### src/rtl/decap_ct_loader_pkg.sv
// Shared HQC parameters for the decapsulation ciphertext loader: load-type
// encodings, FSM states and per-parameter-set u/v RAM depths.
package decap_ct_loader_pkg;

  localparam int CT_WORD_W = 32;

  typedef enum logic [1:0] {
    LD_NONE = 2'd0,
    LD_D    = 2'd1,
    LD_U    = 2'd2,
    LD_V    = 2'd3
  } ld_type_e;

  typedef enum logic [1:0] {
    IDLE  = 2'd0,
    LOAD  = 2'd1,
    WRITE = 2'd2,
    DONE  = 2'd3
  } state_e;

  localparam int HQC128_N    = 17669;
  localparam int HQC128_N1N2 = 17664;
  localparam int HQC192_N    = 35851;
  localparam int HQC192_N1N2 = 35840;
  localparam int HQC256_N    = 57637;
  localparam int HQC256_N1N2 = 57600;

  function automatic int ceil_div(input int a, input int b);
    return (a + b - 1) / b;
  endfunction

  // Depths assume the 128-bit decap RAM word the core is built around.
  localparam int HQC128_RAMDEPTH = ceil_div(HQC128_N, 128);
  localparam int HQC192_RAMDEPTH = ceil_div(HQC192_N, 128);
  localparam int HQC256_RAMDEPTH = ceil_div(HQC256_N, 128);
  localparam int HQC128_V_DEPTH  = ceil_div(HQC128_N1N2, 128);
  localparam int HQC192_V_DEPTH  = ceil_div(HQC192_N1N2, 128);
  localparam int HQC256_V_DEPTH  = ceil_div(HQC256_N1N2, 128);

endpackage

### src/rtl/word_packer_32to128.sv
// Packs 32-bit ciphertext words into one RAM-width beat, word k landing at
// bits [32k+31:32k]; in single mode each word is zero-extended on its own.
module word_packer_32to128
  import decap_ct_loader_pkg::*;
#(
  parameter int WIDTH = 128
) (
  input  logic                 clk,
  input  logic                 rst,
  input  logic                 clear,
  input  logic                 load,
  input  logic                 single,
  input  logic [CT_WORD_W-1:0] din,
  output logic [WIDTH-1:0]     data,
  output logic                 beat_done
);

  localparam int WORDS = WIDTH / CT_WORD_W;
  localparam int CW    = (WORDS > 1) ? $clog2(WORDS) : 1;

  logic [CW-1:0] word_cnt;

  assign beat_done = load && (single || (word_cnt == CW'(WORDS - 1)));

  // NOTE: registers use non-blocking assignments so every flop samples the
  // pre-edge values; blocking here would create order-dependent simulation.
  always_ff @(posedge clk or posedge rst) begin
    if (rst) begin
      data     <= '0;
      word_cnt <= '0;
    end else if (clear) begin
      data     <= '0;
      word_cnt <= '0;
    end else if (load) begin
      if (single) begin
        data <= {{(WIDTH - CT_WORD_W){1'b0}}, din};
      end else begin
        for (int k = 0; k < WORDS; k++) begin
          if (word_cnt == CW'(k)) data[k*CT_WORD_W +: CT_WORD_W] <= din;
        end
        word_cnt <= (word_cnt == CW'(WORDS - 1)) ? '0 : word_cnt + CW'(1);
      end
    end
  end

endmodule

### src/rtl/decap_ct_loader.sv
// Streams 32-bit ciphertext words (d, u or v) into the decap core's input RAM,
// one RAM word per WRITE cycle at consecutive addresses from 0.
module decap_ct_loader
  import decap_ct_loader_pkg::*;
#(
  parameter string parameter_set = "hqc256",
  parameter int    RAMWIDTH      = 128,
  parameter int    RAMDEPTH      = (parameter_set == "hqc128") ? HQC128_RAMDEPTH :
                                   (parameter_set == "hqc192") ? HQC192_RAMDEPTH :
                                                                 HQC256_RAMDEPTH,
  parameter int    V_DEPTH       = (parameter_set == "hqc128") ? HQC128_V_DEPTH :
                                   (parameter_set == "hqc192") ? HQC192_V_DEPTH :
                                                                 HQC256_V_DEPTH,
  parameter int    D_DEPTH       = 16,
  parameter int    LOG_RAMDEPTH  = $clog2(RAMDEPTH)
) (
  input  logic                    clk,
  input  logic                    rst,
  input  logic                    start,
  input  logic [1:0]              ld_type,
  input  logic [31:0]             din,
  input  logic                    din_valid,
  output logic                    din_ready,
  output logic [1:0]              decap_in_type,
  output logic [RAMWIDTH-1:0]     decap_in,
  output logic [LOG_RAMDEPTH-1:0] decap_in_addr,
  output logic                    decap_in_wen,
  output logic                    busy,
  output logic                    done
);

  state_e                  state, state_nxt;
  logic [1:0]              type_q;
  logic [LOG_RAMDEPTH-1:0] beat_cnt;
  logic [LOG_RAMDEPTH-1:0] last_beat;
  logic                    start_ok;
  logic                    accept;
  logic                    beat_done;

  assign start_ok = (state == IDLE) && start;
  assign accept   = din_valid && din_ready;

  // Outputs decode straight from the state register, so reset silences them
  // in the same cycle it is asserted.
  assign din_ready     = (state == LOAD);
  assign busy          = (state == LOAD) || (state == WRITE);
  assign decap_in_wen  = (state == WRITE);
  assign done          = (state == DONE);
  assign decap_in_type = type_q;
  assign decap_in_addr = beat_cnt;

  // NOTE: every variable written in a combinational block gets a default
  // first; a path that skips the assignment would infer a latch.
  always_comb begin
    last_beat = '0;
    case (ld_type_e'(type_q))
      LD_D:    last_beat = LOG_RAMDEPTH'(D_DEPTH - 1);
      LD_U:    last_beat = LOG_RAMDEPTH'(RAMDEPTH - 1);
      LD_V:    last_beat = LOG_RAMDEPTH'(V_DEPTH - 1);
      default: last_beat = '0;
    endcase
  end

  always_ff @(posedge clk or posedge rst) begin
    if (rst) state <= IDLE;
    else     state <= state_nxt;
  end

  always_comb begin
    state_nxt = state;
    case (state)
      IDLE: begin
        if (start) state_nxt = (ld_type_e'(ld_type) == LD_NONE) ? DONE : LOAD;
      end
      LOAD: begin
        if (beat_done) state_nxt = WRITE;
      end
      WRITE: begin
        state_nxt = (beat_cnt == last_beat) ? DONE : LOAD;
      end
      DONE: begin
        state_nxt = IDLE;
      end
      default: state_nxt = IDLE;
    endcase
  end

  // NOTE: only control and datapath registers sit here and all of them take
  // the async reset, so a reset mid-load leaves no stale address or type.
  always_ff @(posedge clk or posedge rst) begin
    if (rst) begin
      type_q   <= '0;
      beat_cnt <= '0;
    end else if (start_ok) begin
      type_q   <= ld_type;
      beat_cnt <= '0;
    end else if ((state == WRITE) && (beat_cnt != last_beat)) begin
      beat_cnt <= beat_cnt + LOG_RAMDEPTH'(1);
    end
  end

  word_packer_32to128 #(
    .WIDTH(RAMWIDTH)
  ) u_packer (
    .clk       (clk),
    .rst       (rst),
    .clear     (start_ok),
    .load      (accept),
    .single    (ld_type_e'(type_q) == LD_D),
    .din       (din),
    .data      (decap_in),
    .beat_done (beat_done)
  );

endmodule
### config.mk
export PLATFORM = sky130hd
export DESIGN_NAME = decap_ct_loader
export DESIGN_NICKNAME = d
export VERILOG_FILES = /design/src/rtl/decap_ct_loader_pkg.sv /design/src/rtl/word_packer_32to128.sv /design/src/rtl/decap_ct_loader.sv
export SDC_FILE = /design/constraint.sdc
export NUM_CORES = 1
export LEC_CHECK = 0
export ABC_AREA = 1
export ABC_CLOCK_PERIOD_IN_PS = 5450
export CAP_MARGIN = 10
export CORE_UTILIZATION = 49
export DETAILED_ROUTE_END_ITERATION = 12
export GPL_TIMING_DRIVEN = 1
export PLACE_DENSITY_LB_ADDON = 0.25
export SLEW_MARGIN = 20
export SYNTH_ARGS = -nofsm -noshare
export SYNTH_HDL_FRONTEND = slang
export SYNTH_HIERARCHICAL = 1
export SYNTH_SLANG_ARGS = --single-unit
### constraint.sdc
create_clock -name clk -period 5.45 [get_ports clk]
set_input_delay 0.545 -clock clk [delete_from_list [all_inputs] [get_ports clk]]
set_output_delay 0.545 -clock clk [all_outputs]
set_load 0.1 [all_outputs]
==> impl_metrics.yaml <==
placed_design:
  routabilityCongestion: 0.815
  dp_slack_ps: 1690
  hpwl_um: 12300
  port-buffer-count: 180
  dp.cells: 1142
critical_path:
  required_ps: 5810
  slowest_stage: "nand2_1"
  crit_type: "register to register"
  critPathLaunchType: "register"
  crit_path_cell_trace: "inv_1, ha_1, nand2_1, inv_1, nor2_4, nand2_2, nand2_1, buf_4, nand2_1, nand2_1"
  crit_top_cell: "nand2_1"
  worst_path_dominant_cell_family: "simple AND/OR/NAND/NOR gates"
  arrival_ps: 3930
  max_stage_delay_ps: 570
  crit_path_end_kind: "register"
  critPathMaxFanout: 33
  worst-path-buf-inv: 3
die:
  dieArea_sq_um: 14200
  coreArea_sq_um: 13300
  ios: 181
  die_x_um: 119
  die_h_um: 119
  start_util: 0.506
  rows: 42
synth:
  avgSynthCellArea_sq_um: 8.07
  synth_area_sq_um: 6730
  synth_top_family_by_area: "simple AND/OR/NAND/NOR gates"
  synthesis.nets: 883
  synth-seq-area-share: 0.532
  muxShareOfSynthArea: 0
  yosys.cell_types.count: 25
  yosys-top-cells-area: "dfrtp_1 (53%), nand2_1 (17%), nand4_1 (7.1%)"
  synth_cells: 833
  synth.largest_area_cell: "dfrtp_1"
  synth_seq_cells: 143
  ys_warn_count: 6
  synth-compound-area-share: 0.00726
  synth_top_area_frac: 0.532
  yosys.area_share.simple: 0.351
  synth_adder_area_share: 0.0223
  synth_xor_area_frac: 0.00781
sta:
  clock_skew_ps: 6.98
  max_freq_mhz: 280
  slew_headroom: 0.284
  finalCritPeriodShare: 0.655
  rsz0062_at_grt: "no"
  hold_viol_final: 0
  worstMarginPinSlew_ps: 1070
  setup_ws_ps: 1880
  slew_viol_final: 0
  period_minus_slack_ps: 3570
  finalSetupViolations: 0
  fin_tns_setup_ps: 0
finish:
  area_delta_synth_final_pct: 35.7
  utilization: 0.686
  multi_input_area_sq_um: 2640
  antenna_cells: 0
  regArea_sq_um: 3580
  nets: 1035
  final_cell_mix: "nand2_1 (300), clkdlybuf4s50_1 (180), dfrtp_1 (143)"
  drive_gt1_frac: 0.0511
  instances_no_fill: 1174
  final_common_cell: "nand2_1"
  fillers: 1092
clock_tree:
  root_buffer: "clkbuf_16"
  clkTransAtPathRegs_ps: 60
  cts_tree: "yes"
  cts_setup_buffers: 0
  ctsHoldBuffers: 0
  cts_buffers: 17
  clockBufferDepth: 2
  cts.htree.levels: 4
  postCtsResizedCells: 0
  clock_latency_ps: 420
  cts.sink_count: 143
flow_run:
  cap_violations: 0
global_route:
  grt_pass1_vias: 5862
  grt_pass1_wl_um: 30700
  gr-total-overflow: 0
  antenna_found_initial: 0
  grt_max_degree: 72
  grt_usage: 0.279
drt:
  via_per_inst: 5.35
  ant_nets: 0
  via_count: 6284
  remaining_drc_errors: 0
  wire_per_inst_um: 16.3
  drt-total-wl_um: 19100
  dr.pass1.iters: 5
  drt_iter0_drc: 590
hold_path:
  holdCritPathClass: "register to register"
status:
  status: "finished clean"
## logic make-up after synthesis
| family | count (synthesis) |
|---|---|
| buffers and inverters | 122 |
| and+or+nand+nor | 541 |
| AOI/OAI and AO/OA | 9 |
| xor gates and xnor gates | 6 |
| adders and majority gates | 12 |
| DFF | 143 |
## sequential cells by signal, summed over array words and instances (netlist names)
| register | count |
|---|---|
| state | 2 |
| u_packer/word_cnt | 2 |
| decap_in_type | 2 |
| u_packer/data | 128 |
| decap_in_addr | 9 |
## path summary, 6_finish.rpt
check	to	depth (start not counted)	slack, ps	from
setup / recovery	u_packer/data[16]$_DFFE_PP0P_	10	1880	state[0]$_DFFE_PP0P_
hold / removal	u_packer/data[45]$_DFFE_PP0P_	2	470	u_packer/data[45]$_DFFE_PP0P_
setup reg to reg	u_packer/data[16]$_DFFE_PP0P_	10	1880	state[0]$_DFFE_PP0P_
hold reg to reg	u_packer/data[45]$_DFFE_PP0P_	2	470	u_packer/data[45]$_DFFE_PP0P_
max in group asynchronous	u_packer/data[78]$_DFFE_PP0P_	3	3620	rst
min in group asynchronous	decap_in_addr[5]$_DFFE_PP0P_	2	580	rst
## final cells by class
cell class,count,share of cell area
Multi-Input combinational cell,568,0.289
Inverter,65,0.0273
Sequential cell,143,0.392
Clock inverter,10,0.0123
Clock buffer,22,0.0498
Timing Repair Buffer,190,0.206
Tap cell,176,0.0241
## cells in the mapped netlist (all sizes together)
| library cell | n |
|---|---|
| o21bai | 1 |
| dfrtp | 143 |
| nand2 | 303 |
| xor2 | 6 |
| buf | 45 |
| nor3 | 1 |
| nand3 | 80 |
| a21oi | 2 |
| clkbuf | 12 |
| ha | 12 |
| o22ai | 1 |
| nand4 | 76 |
| o21ai | 5 |
| inv | 65 |
| nor2 | 81 |
## per-layer routing
layer / GRT usage / routed length, um / share of wire / up-vias
li1: - / - / - / 2970
met1: 0.380 / 8210 / 0.43 / 2986
met2: 0.439 / 8920 / 0.47 / 303
met3: 0.0632 / 1660 / 0.087 / 25
met4: 0.0981 / 338 / 0.018 / 0
met5: 0 / 0 / 0 / -
## through the flow
stage / instance area, sq um / hold WS [ps]
floorplan: 6730 / 422
global placement: 8560 / 454
detailed placement: 8560 / 457
CTS: 9130 / 473
global route: 9130 / 484
finish: 9130 / 470
## tightest hold or removal path, cell delays in order, from the launching register on
cell and delay (ps):
dfrtp_1 340, nand2_1 50, nand2_1 40
Power is left out: the tool's default activity adds up to more than one toggle a clock period on the data nets, which glitch-free logic cannot reach.
==> RTL change: new RTL, config.mk and constraints unchanged <==
The 4 states of `state_e` get a one-hot encoding in 4 bits.
--- a/src/rtl/decap_ct_loader_pkg.sv
+++ b/src/rtl/decap_ct_loader_pkg.sv
@@ -11,11 +11,11 @@
     LD_V    = 2'd3
   } ld_type_e;
 
-  typedef enum logic [1:0] {
-    IDLE  = 2'd0,
-    LOAD  = 2'd1,
-    WRITE = 2'd2,
-    DONE  = 2'd3
+  typedef enum logic [3:0] {
+    IDLE  = 4'b0001,
+    LOAD  = 4'b0010,
+    WRITE = 4'b0100,
+    DONE  = 4'b1000
   } state_e;
 
   localparam int HQC128_N    = 17669;
Function: no difference found for any inputs over 4 cycles, from zero or initial values and one cycle with rst high; so few cycles prove little.
==> RTL change against the original RTL <==
- first-iteration DRC count grew 46%
- fmax shrank 13%
- die area grew 1.3%
- critical path depth is the same
- via count grew 1.8%
- worst setup slack lost 0.55 ns
- routed wire length grew 1.7%
- sequential cell count grew 2
- critical path type unchanged
- final area grew 1.9%
- synthesized area grew 1.4%
Power is left out: the tool's default activity adds up to more than one toggle a clock period on the data nets, which glitch-free logic cannot reach.
==> RTL change: results (changes against the original RTL) <==
Fraction of layout cells with a size suffix above 1: 6.53% (+1.4 points)
Total track usage: 28.6% (+0.65 points)
Final Non-Filler Cells: 1186 (+1.0%)
NumNets Final: 1043 (+0.77%)
Hold Crit Class: flip-flop to flip-flop
Post-synthesis area per instance: 8.06 um^2 (-0.20%)
Placer Congestion: 0.834 (+2.3%)
First-pass GRT wire length: 31800 um (+3.3%)
HPWL after detailed placement: 13000 um (+5.5%)
Final Util: 69.4% (+0.73 points)
CP Launch Point: state[0]
Vias in the first global route: 6033 (+2.9%)
Largest net degree at the start of global routing: 78 (+8.3%)
Crit-path max cell delay: 0.81 ns (+0.24 ns)
CP Max Fanout: 51 (+55%)
Total CTS buffers: 17 (unchanged)
Register area share after synthesis: 53.2% (about the same)
Min-delay src: u_packer/data[31]
Synth top cells by count: nand2_1 (303), dfrtp_1 (144), nor2_1 (80)
Slew of the pin with the lowest slew margin: 1.11 ns (+0.0464 ns)
Post-DR wirelength/cell: 16.4 um (+0.70%)
Post-Syn Nets: 891 (+0.91%)
Status: complete, no violations
Crit path DAT: 4.41 ns (+0.48 ns)
Number of library cell types mapped by synthesis: 30 (+20%)
Clk_skew: 0.00762 ns (+0.000635 ns)
DRT iter0 DRCs: 862 (+46%)
Dpl ws: 1.26 ns (-0.429 ns)
Filler instances: 1054 (-3.5%)
Hold Vio Cnt, Final: 0 (unchanged)
Via count: 6395 (+1.8%)
RTL change: changes by cell type after synthesis, moves of 2 or more:
| cell | change |
|---|---|
| nand2_1 | +3 |
| xnor2_1 | +2 |
| nand2_2 | +4 |
| ha_1 | -5 |
| nor3_4 | +2 |
| xor2_1 | -4 |
| inv_2 | +5 |
| or2_1 | +2 |
| nor2_1 | +3 |
RTL change: logic make-up (layout without fill, tap and decap cells):
group           after synthesis  count (layout)  share of synthesized area [%]
buf+inv                     125             289                           7.98
fa+ha+maj                     7               7                           1.28
simple gates                557             557                           36.4
xor+xnor                      4               4                          0.514
compound gates                8               8                          0.587
flops                       145             145                           53.2
RTL change: worst reg2reg max path, stage by stage (launching register included):
cell and delay [ns]:
dfstp_2 0.56, inv_2 0.05, nor3_2 0.27, nand2_1 0.48
inv_1 0.16, buf_4 0.36, inv_2 0.37, nand2_4 0.55
nand2_1 0.82, nand2_1 0.29, nand2_1 0.08
RTL change: area by class of cell:
cell class              count  area share [%]
multi-input cells         576            28.5
flip-flops and latches    145            39.0
well taps                 176            2.37
inverters                  69            2.84
clock inverters            10            1.95
repair buffers            189            20.2
clock buffers              21            5.06
RTL change: final timing paths:
check / slack (ns) / cells past startpoint / end
worst min-delay path: 0.47 / 2 / u_packer/data[31]
worst max register to register: 1.33 / 10 / u_packer/data[64]
worst min register to register: 0.47 / 2 / u_packer/data[31]
worst max-delay path: 1.33 / 10 / u_packer/data[64]
min in group asynchronous: 0.64 / 2 / decap_in_addr[1]
max in group asynchronous: 3.65 / 3 / u_packer/data[37]
RTL change: metal layers:
layer | share of wire (%) | vias up | GRT usage (%)
met1 | 43 | 3046 | 40.4
li1 | - | 3001 | -
met5 | 0 | - | 0
met3 | 8.8 | 33 | 6.51
met2 | 46 | 315 | 42.0
met4 | 2.7 | 0 | 12.5
